<file path="config.mk">
export PLATFORM = sky130hd
export DESIGN_NAME = vga_text_scanout_flat
export DESIGN_NICKNAME = d
export VERILOG_FILES = /design/src/rtl/vga_text_scanout_if.sv /design/src/rtl/vga_text_scanout.sv /design/src/flat_wrapper.sv
export SDC_FILE = /design/constraint.sdc
export NUM_CORES = 1
export LEC_CHECK = 0
export ABC_AREA = 1
export CAP_MARGIN = 10
export CORE_ASPECT_RATIO = 1.2
export CORE_MARGIN = 4
export CORE_UTILIZATION = 50
export DETAILED_ROUTE_END_ITERATION = 10
export DONT_BUFFER_PORTS = 1
export PLACE_DENSITY_LB_ADDON = 0.08
export SETUP_SLACK_MARGIN = 0.02
export SLEW_MARGIN = 0
export SYNTH_ARGS = -nofsm -noshare
export SYNTH_HDL_FRONTEND = slang
export SYNTH_SLANG_ARGS = --single-unit
</file>
<file path="constraint.sdc">
create_clock -name clk_in -period 2.1 [get_ports clk_in]
set_input_delay 0.63 -clock clk_in [delete_from_list [all_inputs] [get_ports clk_in]]
set_output_delay 0.63 -clock clk_in [all_outputs]
set_load 0.005 [all_outputs]
</file>
<file path="src/rtl/vga_text_scanout_if.sv">
// Scanout engine <-> text RAM, glyph ROM, cursor source and VGA pins.
// master = scanout engine, slave = memories, cursor source and display.
interface vga_text_scanout_if;
    logic [11:0] text_addr;
    logic [7:0]  text_data;
    logic [7:0]  char_code;
    logic [3:0]  glyph_row;
    logic [2:0]  glyph_col;
    logic        glyph_bit;
    logic        cursor_en;
    logic [6:0]  cursor_x;
    logic [4:0]  cursor_y;
    logic        hsync;
    logic        vsync;
    logic        de;
    logic        pixel;
    logic        frame_start;

    modport master (
        output text_addr, char_code, glyph_row, glyph_col,
        output hsync, vsync, de, pixel, frame_start,
        input  text_data, glyph_bit, cursor_en, cursor_x, cursor_y
    );

    modport slave (
        input  text_addr, char_code, glyph_row, glyph_col,
        input  hsync, vsync, de, pixel, frame_start,
        output text_data, glyph_bit, cursor_en, cursor_x, cursor_y
    );
endinterface

</file>
<file path="src/rtl/vga_text_scanout.sv">
// Text-mode VGA scanout with blinking underline cursor; 3 clk_in from counter position to every pin.
// Free-running raster: no backpressure, the RAM and ROM must answer at the stated latency.
module vga_text_scanout #(
    parameter int H_ACTIVE     = 640,
    parameter int H_FP         = 16,
    parameter int H_SYNC       = 96,
    parameter int H_BP         = 48,
    parameter int V_ACTIVE     = 480,
    parameter int V_FP         = 10,
    parameter int V_SYNC       = 2,
    parameter int V_BP         = 33,
    parameter int COLS         = H_ACTIVE / 8,
    parameter int ROWS         = V_ACTIVE / 16,
    parameter int BLINK_FRAMES = 32
) (
    input  logic               clk_in,
    input  logic               reset_in,
    vga_text_scanout_if.master bus
);
    localparam logic [9:0]  H_LAST     = 10'(H_ACTIVE + H_FP + H_SYNC + H_BP - 1);
    localparam logic [9:0]  H_ACT      = 10'(H_ACTIVE);
    localparam logic [9:0]  HS_BEG     = 10'(H_ACTIVE + H_FP);
    localparam logic [9:0]  HS_END     = 10'(H_ACTIVE + H_FP + H_SYNC);
    localparam logic [9:0]  V_LAST     = 10'(V_ACTIVE + V_FP + V_SYNC + V_BP - 1);
    localparam logic [9:0]  V_ACT      = 10'(V_ACTIVE);
    localparam logic [9:0]  VS_BEG     = 10'(V_ACTIVE + V_FP);
    localparam logic [9:0]  VS_END     = 10'(V_ACTIVE + V_FP + V_SYNC);
    localparam logic [11:0] ROW_STEP   = 12'(COLS);
    localparam logic [6:0]  COL_LIM    = 7'(COLS);
    localparam logic [4:0]  ROW_LIM    = 5'(ROWS);
    localparam logic [7:0]  BLINK_LAST = 8'(BLINK_FRAMES - 1);

    logic [9:0]  h_cnt, v_cnt;
    logic [11:0] row_base;
    logic [7:0]  blink_cnt;
    logic        blink_phase;
    logic        sh_en;
    logic [6:0]  sh_x;
    logic [4:0]  sh_y;

    logic        h_last, v_last, act0, hs0, vs0, first0;
    logic [11:0] addr0;

    logic [11:0] s1_addr;
    logic [3:0]  s1_row, s2_row;
    logic [2:0]  s1_col, s2_col;
    logic [6:0]  s1_cx, s2_cx;
    logic [4:0]  s1_cy, s2_cy;
    logic        s1_act, s2_act, s1_hs, s2_hs, s1_vs, s2_vs, s1_fs, s2_fs;
    logic        cursor_hit;
    logic        pix_r, de_r, hsync_r, vsync_r, fs_r;

    always_comb begin
        h_last = (h_cnt == H_LAST);
        v_last = (v_cnt == V_LAST);
        act0   = (h_cnt < H_ACT) && (v_cnt < V_ACT);
        hs0    = (h_cnt >= HS_BEG) && (h_cnt < HS_END);
        vs0    = (v_cnt >= VS_BEG) && (v_cnt < VS_END);
        first0 = act0 && (h_cnt == 10'd0) && (v_cnt == 10'd0);
        addr0  = act0 ? (row_base + {5'd0, h_cnt[9:3]}) : 12'd0;
    end

    // The range checks keep stale or bogus cursor coordinates from matching blanking cells.
    assign cursor_hit = sh_en && blink_phase && (sh_x < COL_LIM) && (sh_y < ROW_LIM)
                        && (s2_cx == sh_x) && (s2_cy == sh_y) && (s2_row >= 4'd14);

    always_ff @(posedge clk_in) begin
        if (!reset_in) begin
            h_cnt       <= '0;
            v_cnt       <= '0;
            row_base    <= '0;
            blink_cnt   <= '0;
            blink_phase <= 1'b0;
            sh_en       <= 1'b0;
            sh_x        <= '0;
            sh_y        <= '0;
            s1_addr     <= '0;
            s1_row      <= '0;
            s1_col      <= '0;
            s1_cx       <= '0;
            s1_cy       <= '0;
            s1_act      <= 1'b0;
            s1_hs       <= 1'b0;
            s1_vs       <= 1'b0;
            s1_fs       <= 1'b0;
            s2_row      <= '0;
            s2_col      <= '0;
            s2_cx       <= '0;
            s2_cy       <= '0;
            s2_act      <= 1'b0;
            s2_hs       <= 1'b0;
            s2_vs       <= 1'b0;
            s2_fs       <= 1'b0;
            pix_r       <= 1'b0;
            de_r        <= 1'b0;
            hsync_r     <= 1'b1;
            vsync_r     <= 1'b1;
            fs_r        <= 1'b0;
        end else begin
            h_cnt <= h_last ? 10'd0 : h_cnt + 10'd1;
            if (h_last) begin
                v_cnt <= v_last ? 10'd0 : v_cnt + 10'd1;
                // row_base tracks char_row*COLS by stepping after each cell's last scanline.
                if (v_last)
                    row_base <= '0;
                else if ((v_cnt < V_ACT) && (v_cnt[3:0] == 4'hF))
                    row_base <= row_base + ROW_STEP;
                if (v_last) begin
                    if (blink_cnt == BLINK_LAST) begin
                        blink_cnt   <= '0;
                        blink_phase <= ~blink_phase;
                    end else begin
                        blink_cnt <= blink_cnt + 8'd1;
                    end
                end
            end
            if ((h_cnt == 10'd0) && (v_cnt == 10'd0)) begin
                sh_en <= bus.cursor_en;
                sh_x  <= bus.cursor_x;
                sh_y  <= bus.cursor_y;
            end

            s1_addr <= addr0;
            s1_row  <= v_cnt[3:0];
            s1_col  <= h_cnt[2:0];
            s1_cx   <= h_cnt[9:3];
            s1_cy   <= v_cnt[8:4];
            s1_act  <= act0;
            s1_hs   <= hs0;
            s1_vs   <= vs0;
            s1_fs   <= first0;

            s2_row  <= s1_row;
            s2_col  <= s1_col;
            s2_cx   <= s1_cx;
            s2_cy   <= s1_cy;
            s2_act  <= s1_act;
            s2_hs   <= s1_hs;
            s2_vs   <= s1_vs;
            s2_fs   <= s1_fs;

            pix_r   <= s2_act & (bus.glyph_bit ^ cursor_hit);
            de_r    <= s2_act;
            hsync_r <= ~s2_hs;
            vsync_r <= ~s2_vs;
            fs_r    <= s2_fs;
        end
    end

    assign bus.text_addr   = s1_addr;
    assign bus.char_code   = s2_act ? bus.text_data : 8'h00;
    assign bus.glyph_row   = s2_row;
    assign bus.glyph_col   = s2_col;
    assign bus.pixel       = pix_r;
    assign bus.de          = de_r;
    assign bus.hsync       = hsync_r;
    assign bus.vsync       = vsync_r;
    assign bus.frame_start = fs_r;
endmodule

</file>
<file path="src/flat_wrapper.sv">
// flat-port wrapper written by rule: the top's interface ports become plain ports
module vga_text_scanout_flat 
#(
    parameter int H_ACTIVE     = 640,
    parameter int H_FP         = 16,
    parameter int H_SYNC       = 96,
    parameter int H_BP         = 48,
    parameter int V_ACTIVE     = 480,
    parameter int V_FP         = 10,
    parameter int V_SYNC       = 2,
    parameter int V_BP         = 33,
    parameter int COLS         = H_ACTIVE / 8,
    parameter int ROWS         = V_ACTIVE / 16,
    parameter int BLINK_FRAMES = 32
)
  (clk_in, reset_in, bus_text_addr, bus_char_code, bus_glyph_row, bus_glyph_col, bus_hsync, bus_vsync, bus_de, bus_pixel, bus_frame_start, bus_text_data, bus_glyph_bit, bus_cursor_en, bus_cursor_x, bus_cursor_y);
  vga_text_scanout_if bus_i ();
  input  logic clk_in;
  input  logic reset_in;
  output wire logic [$bits(bus_i.text_addr)-1:0] bus_text_addr;
  output wire logic [$bits(bus_i.char_code)-1:0] bus_char_code;
  output wire logic [$bits(bus_i.glyph_row)-1:0] bus_glyph_row;
  output wire logic [$bits(bus_i.glyph_col)-1:0] bus_glyph_col;
  output wire logic [$bits(bus_i.hsync)-1:0] bus_hsync;
  output wire logic [$bits(bus_i.vsync)-1:0] bus_vsync;
  output wire logic [$bits(bus_i.de)-1:0] bus_de;
  output wire logic [$bits(bus_i.pixel)-1:0] bus_pixel;
  output wire logic [$bits(bus_i.frame_start)-1:0] bus_frame_start;
  input wire logic [$bits(bus_i.text_data)-1:0] bus_text_data;
  input wire logic [$bits(bus_i.glyph_bit)-1:0] bus_glyph_bit;
  input wire logic [$bits(bus_i.cursor_en)-1:0] bus_cursor_en;
  input wire logic [$bits(bus_i.cursor_x)-1:0] bus_cursor_x;
  input wire logic [$bits(bus_i.cursor_y)-1:0] bus_cursor_y;
  assign bus_text_addr = bus_i.text_addr;
  assign bus_char_code = bus_i.char_code;
  assign bus_glyph_row = bus_i.glyph_row;
  assign bus_glyph_col = bus_i.glyph_col;
  assign bus_hsync = bus_i.hsync;
  assign bus_vsync = bus_i.vsync;
  assign bus_de = bus_i.de;
  assign bus_pixel = bus_i.pixel;
  assign bus_frame_start = bus_i.frame_start;
  assign bus_i.text_data = bus_text_data;
  assign bus_i.glyph_bit = bus_glyph_bit;
  assign bus_i.cursor_en = bus_cursor_en;
  assign bus_i.cursor_x = bus_cursor_x;
  assign bus_i.cursor_y = bus_cursor_y;
  vga_text_scanout #(.H_ACTIVE(H_ACTIVE), .H_FP(H_FP), .H_SYNC(H_SYNC), .H_BP(H_BP), .V_ACTIVE(V_ACTIVE), .V_FP(V_FP), .V_SYNC(V_SYNC), .V_BP(V_BP), .COLS(COLS), .ROWS(ROWS), .BLINK_FRAMES(BLINK_FRAMES)) u_core (.clk_in(clk_in), .reset_in(reset_in), .bus(bus_i));
endmodule
</file>
* After elaboration in Yosys (flattened, before gate mapping)
Cells that the tools add are included.
Storage, ports and cells: bits in registers 117, output and inout port bits 32, logic and storage cells 82, input bits 24
Operators by class: reductions and logical operators 21, order comparisons 9, equality and inequality tests 6, bitwise logic cells 6, mux-type cells 5, add/subtract/negate cells 5
Operators with widths (number):
- two-way mux 12 bit | 2
- adder 10 x 1 -> 10 bit (second input constant) | 2
- equality test 10 bit (second input constant) | 2
- logical NOT 10 bit | 2
- less-than comparator 10 bit (second input constant) | 2
- less-than comparator 10 x 9 -> 1 bit (second input constant) | 2
- two-way mux 8 bit | 2
- logical AND 1 bit | 13
- adder 12 x 7 -> 12 bit | 1
- adder 12 x 7 -> 12 bit (second input constant) | 1
- greater-or-equal comparator 10 bit (second input constant) | 1
- greater-or-equal comparator 10 x 9 -> 1 bit (second input constant) | 1
- two-way mux 10 bit | 1
- adder 8 x 1 -> 8 bit (second input constant) | 1
- equality test 8 x 5 -> 1 bit (second input constant) | 1
- equality test 7 bit | 1
- less-than comparator 7 bit (second input constant) | 1
- AND reduction 2 bit | 3
- equality test 5 bit | 1
- less-than comparator 5 bit (second input constant) | 1
- equality test 4 bit (second input constant) | 1
- greater-or-equal comparator 4 bit (second input constant) | 1
- inverter 1 bit | 4
- AND reduction 3 bit | 1
- 4 further kinds | 4

* Depth between registers and ports, before layout
depth after elaboration 8, mapped depth 10

* Least setup slack after synthesis
Ideal clock, no wire load.
path type input port to flip-flop, from input port reset_in, to register u_core.hsync_r (netlist: u_core.bus.hsync), path buffers 3, arrival time 1406 ps, cell stages on the path 4, data required time 1971 ps, setup time 129 ps, setup slack 564 ps, cells stage by stage buf_2 -> clkbuf_1 -> clkbuf_1 -> nand2_1
RTL lines:
- start, declared | RTL line flat_wrapper.sv:19 | input logic reset_in;
- end signal, assigned | RTL line vga_text_scanout.sv:144 | hsync_r <= ~s2_hs;
- end, declared | RTL line vga_text_scanout.sv:51 | logic pix_r, de_r, hsync_r, vsync_r, fs_r;
No word-level cell between the ends.

* Worst setup path in the final report
from register u_core.h_cnt[8], to register u_core.s1_addr[8] (netlist: u_core.bus.text_addr[8])
On the way: longest elaborated chain between the ends 3
Ends and longest elaborated chain:
- start, declared | RTL line vga_text_scanout.sv:33 | logic [9:0] h_cnt, v_cnt;
- start signal, assigned | RTL line vga_text_scanout.sv:100 | h_cnt <= h_last ? 10'd0 : h_cnt + 10'd1;
- less-than comparator 10 bit | RTL line vga_text_scanout.sv:56 | act0 = (h_cnt < H_ACT) && (v_cnt < V_ACT);
- logical AND 1 bit | RTL line vga_text_scanout.sv:56
- AND reduction 2 bit (no source line)
- end signal, assigned | RTL line vga_text_scanout.sv:123 | s1_addr <= addr0;
- end, declared | RTL line vga_text_scanout.sv:44 | logic [11:0] s1_addr;
Parallel ways exist; a longest one is shown, timed or not. A chain may end at the register's enable or synchronous reset.

==> flow_summary.toml <==
[status]
outcome = "completed"

[setup_path]
arrival_ns = 1.99
cpPeakStageDelay_ns = 0.46
crit_fanout = 7
worst-setup-path-type = "register to register"
cp.required_ns = 2.38
end_kind = "register"
path_cells = "ha_1, nand2_1, nand2_1, a21oi_1, o21ai_0, o21ai_0, a21oi_1"
cp_slowest_cell = "dfxtp_1"
start_kind = "register"

[grt]
grt_overflow = 0
track_usage_pct = 18.4
grt_pass1_wl_um = 16700
grt_pass1_vias = 3833
grt_max_degree = 66
antenna_found_initial = 0

[hold_path]
hp-class = "input pin to register"

[floorplanning]
dieArea_um2 = 11400
num_io_pins = 56
core_area_um2 = 9520
die_w_um = 98.1
initial_core_util_pct = 51.2
rows = 39
die_h_um = 116

[timing]
setup_violations = 0
drv_slew = 0
period_needed_ns = 1.72
grt_setup_unrepaired = "false"
fmax_mhz = 582
setup-tns-final_ns = 0
fin_ws_ns = 0.382
finalCritPeriodShare_pct = 81.8
hold_ws_ns = 0.321
fin_skew_ns = 0.00466
hold_viol = 0

[synthesis]
syn_avg_cell_area_um2 = 6.96
syn-num-nets = 734
synth_common_cells = "nand2_1 (205), inv_1 (119), dfxtp_1 (113), nor2_1 (100), a21oi_1 (29)"
synth_flop_cell = "dfxtp_1"
synthDistinctLibCells = 36
synth_area_um2 = 4870
yosysTopAreaCell = "dfxtp_1"
synth-seq-area-share_pct = 46.5
synth_area_leaders = "dfxtp_1 (46%), nand2_1 (16%), inv_1 (9.2%), nor2_1 (7.7%), a21oi_1 (3.0%)"
synth-async-reset-ratio_pct = 0
synthCells = 700
yosysMostFrequentCell = "nand2_1"
synth_top_area_share_pct = 46.5
ys_warn_count = 0
synth-seq-cells = 113
synth-edff-count = 0

[power]
p_per_area_nw_per_um2 = 968
leakagePower_nw = 2.77
finalPower_mw = 5.41
ir_drop_mv = 0.447

[place]
gp_congestion = 0.908
dp_slack_ns = 0.385
dpl.cell_count = 810
hpwlAfterDp_um = 7070
place_area_um2 = 4970
io_buffers = 0

[detailed_routing]
num_vias = 4046
routed_wirelength_um = 9940
drc = 0
wl_per_cell_um = 11.8
first_pass_iters = 8
drtAntennaViolNets = 0
drt_iter0_markers = 166
avgViaCountPerCell = 4.81

[clock_tree]
cts_resized = 0
clockBufferDepth = 2
cts_setup_buffers = 0
cts_hold_buffers = 0
cts_max_level = 4
cts_tree = "done"
clkTransAtPathRegs_ns = 0.05
clockRootBuffer = "clkbuf_16"
clk_latency_ns = 0.40
cts.sinks = 113
cts_buffers = 17

[flow_run]
max_cap_violations = 0

[layout]
layout-drive-gt1-share_pct = 7.79
diodes = 0
fin_cells = 842
fin_nets = 740
syn2layout_area_growth_pct = 14.7
design_area_um2 = 5590
final_util_pct = 58.7
==> kinds of logic after synthesis <==
kind of cell | Yosys count | share of synthesized area [%]
simple gates | 372 | 32.1
buf+inv | 141 | 11.4
flops | 113 | 46.5
compound gates | 53 | 5.65
xor+xnor | 10 | 1.80
fa+ha+maj | 10 | 2.57
other cells | 1 | 0.0770
==> where the power goes <==
| group | total [mW] | switching (mW) | internal [mW] |
|---|---|---|---|
| clock | 2.94 | 0.972 | 1.97 |
| combinational | 0.234 | 0.152 | 0.0823 |
| sequential | 2.23 | 0.0319 | 2.20 |
| total | 5.41 | 1.16 | 4.25 |
==> worst max-delay path, delay by kind of cell (launching register included) <==
kind | cells | cell delay, ns
fa+ha+maj | 1 | 0.32
flops | 1 | 0.46
simple gates | 2 | 0.14
compound gates | 4 | 0.67
==> metal layers <==
layer,track usage [%],part of all wire (%),up-vias
li1,-,-,2130
met1,18.8,41,1803
met2,34.0,52,92
met3,6.15,4.5,21
met4,8.49,2.3,0
met5,0,0,-
==> state kept, by name, indices dropped and copies added (netlist names), 5 cells and up <==
register	flops
u_core.row_base	8
u_core.sh_x	7
u_core.bus.text_addr	12
u_core.sh_y	5
u_core.h_cnt	10
u_core.s1_cy	5
u_core.v_cnt	10
u_core.s2_cx	7
u_core.s2_cy	5
u_core.s1_cx	7
u_core.blink_cnt	8
==> cells in the final DEF, fill, tap and decap left out, types with 3 or more instances in the layout <==
cell type,Yosys,layout
nor3_1,11,11
ha_1,10,10
o21ai_0,19,19
xnor2_1,3,3
or2_2,3,3
nand4_1,10,10
buf_4,0,4
inv_2,3,3
inv_1,119,119
nand2_2,3,3
nand2_1,205,205
clkbuf_16,0,17
xor2_1,7,7
clkinvlp_4,0,4
nand3_1,26,26
a21oi_1,29,29
nor2_1,100,100
bufinv_16,0,4
clkinv_2,1,6
dfxtp_1,113,113
==> final timing paths <==
| kind | slack, ns | endpoint | start | cells after the start |
|---|---|---|---|---|
| max | 0.38 | u_core.bus.text_addr[8] | u_core.h_cnt[8] | 7 |
| min | 0.32 | u_core.bus.vsync | reset_in | 1 |
| max reg2reg | 0.38 | u_core.bus.text_addr[8] | u_core.h_cnt[8] | 7 |
| min reg2reg | 0.37 | u_core.bus.vsync | u_core.s2_vs | 1 |
==> area by class of cell <==
| cell class | instances | area [um^2] |
|---|---|---|
| clock buffer | 17 | 425 |
| clock inverter | 15 | 193 |
| fill | 901 | 3930 |
| inverter | 124 | 467 |
| multi-input combinational | 446 | 2050 |
| sequential | 113 | 2260 |
| tap | 123 | 154 |
| timing repair buffer | 4 | 30.0 |
(Power assumes the default switching activity.)
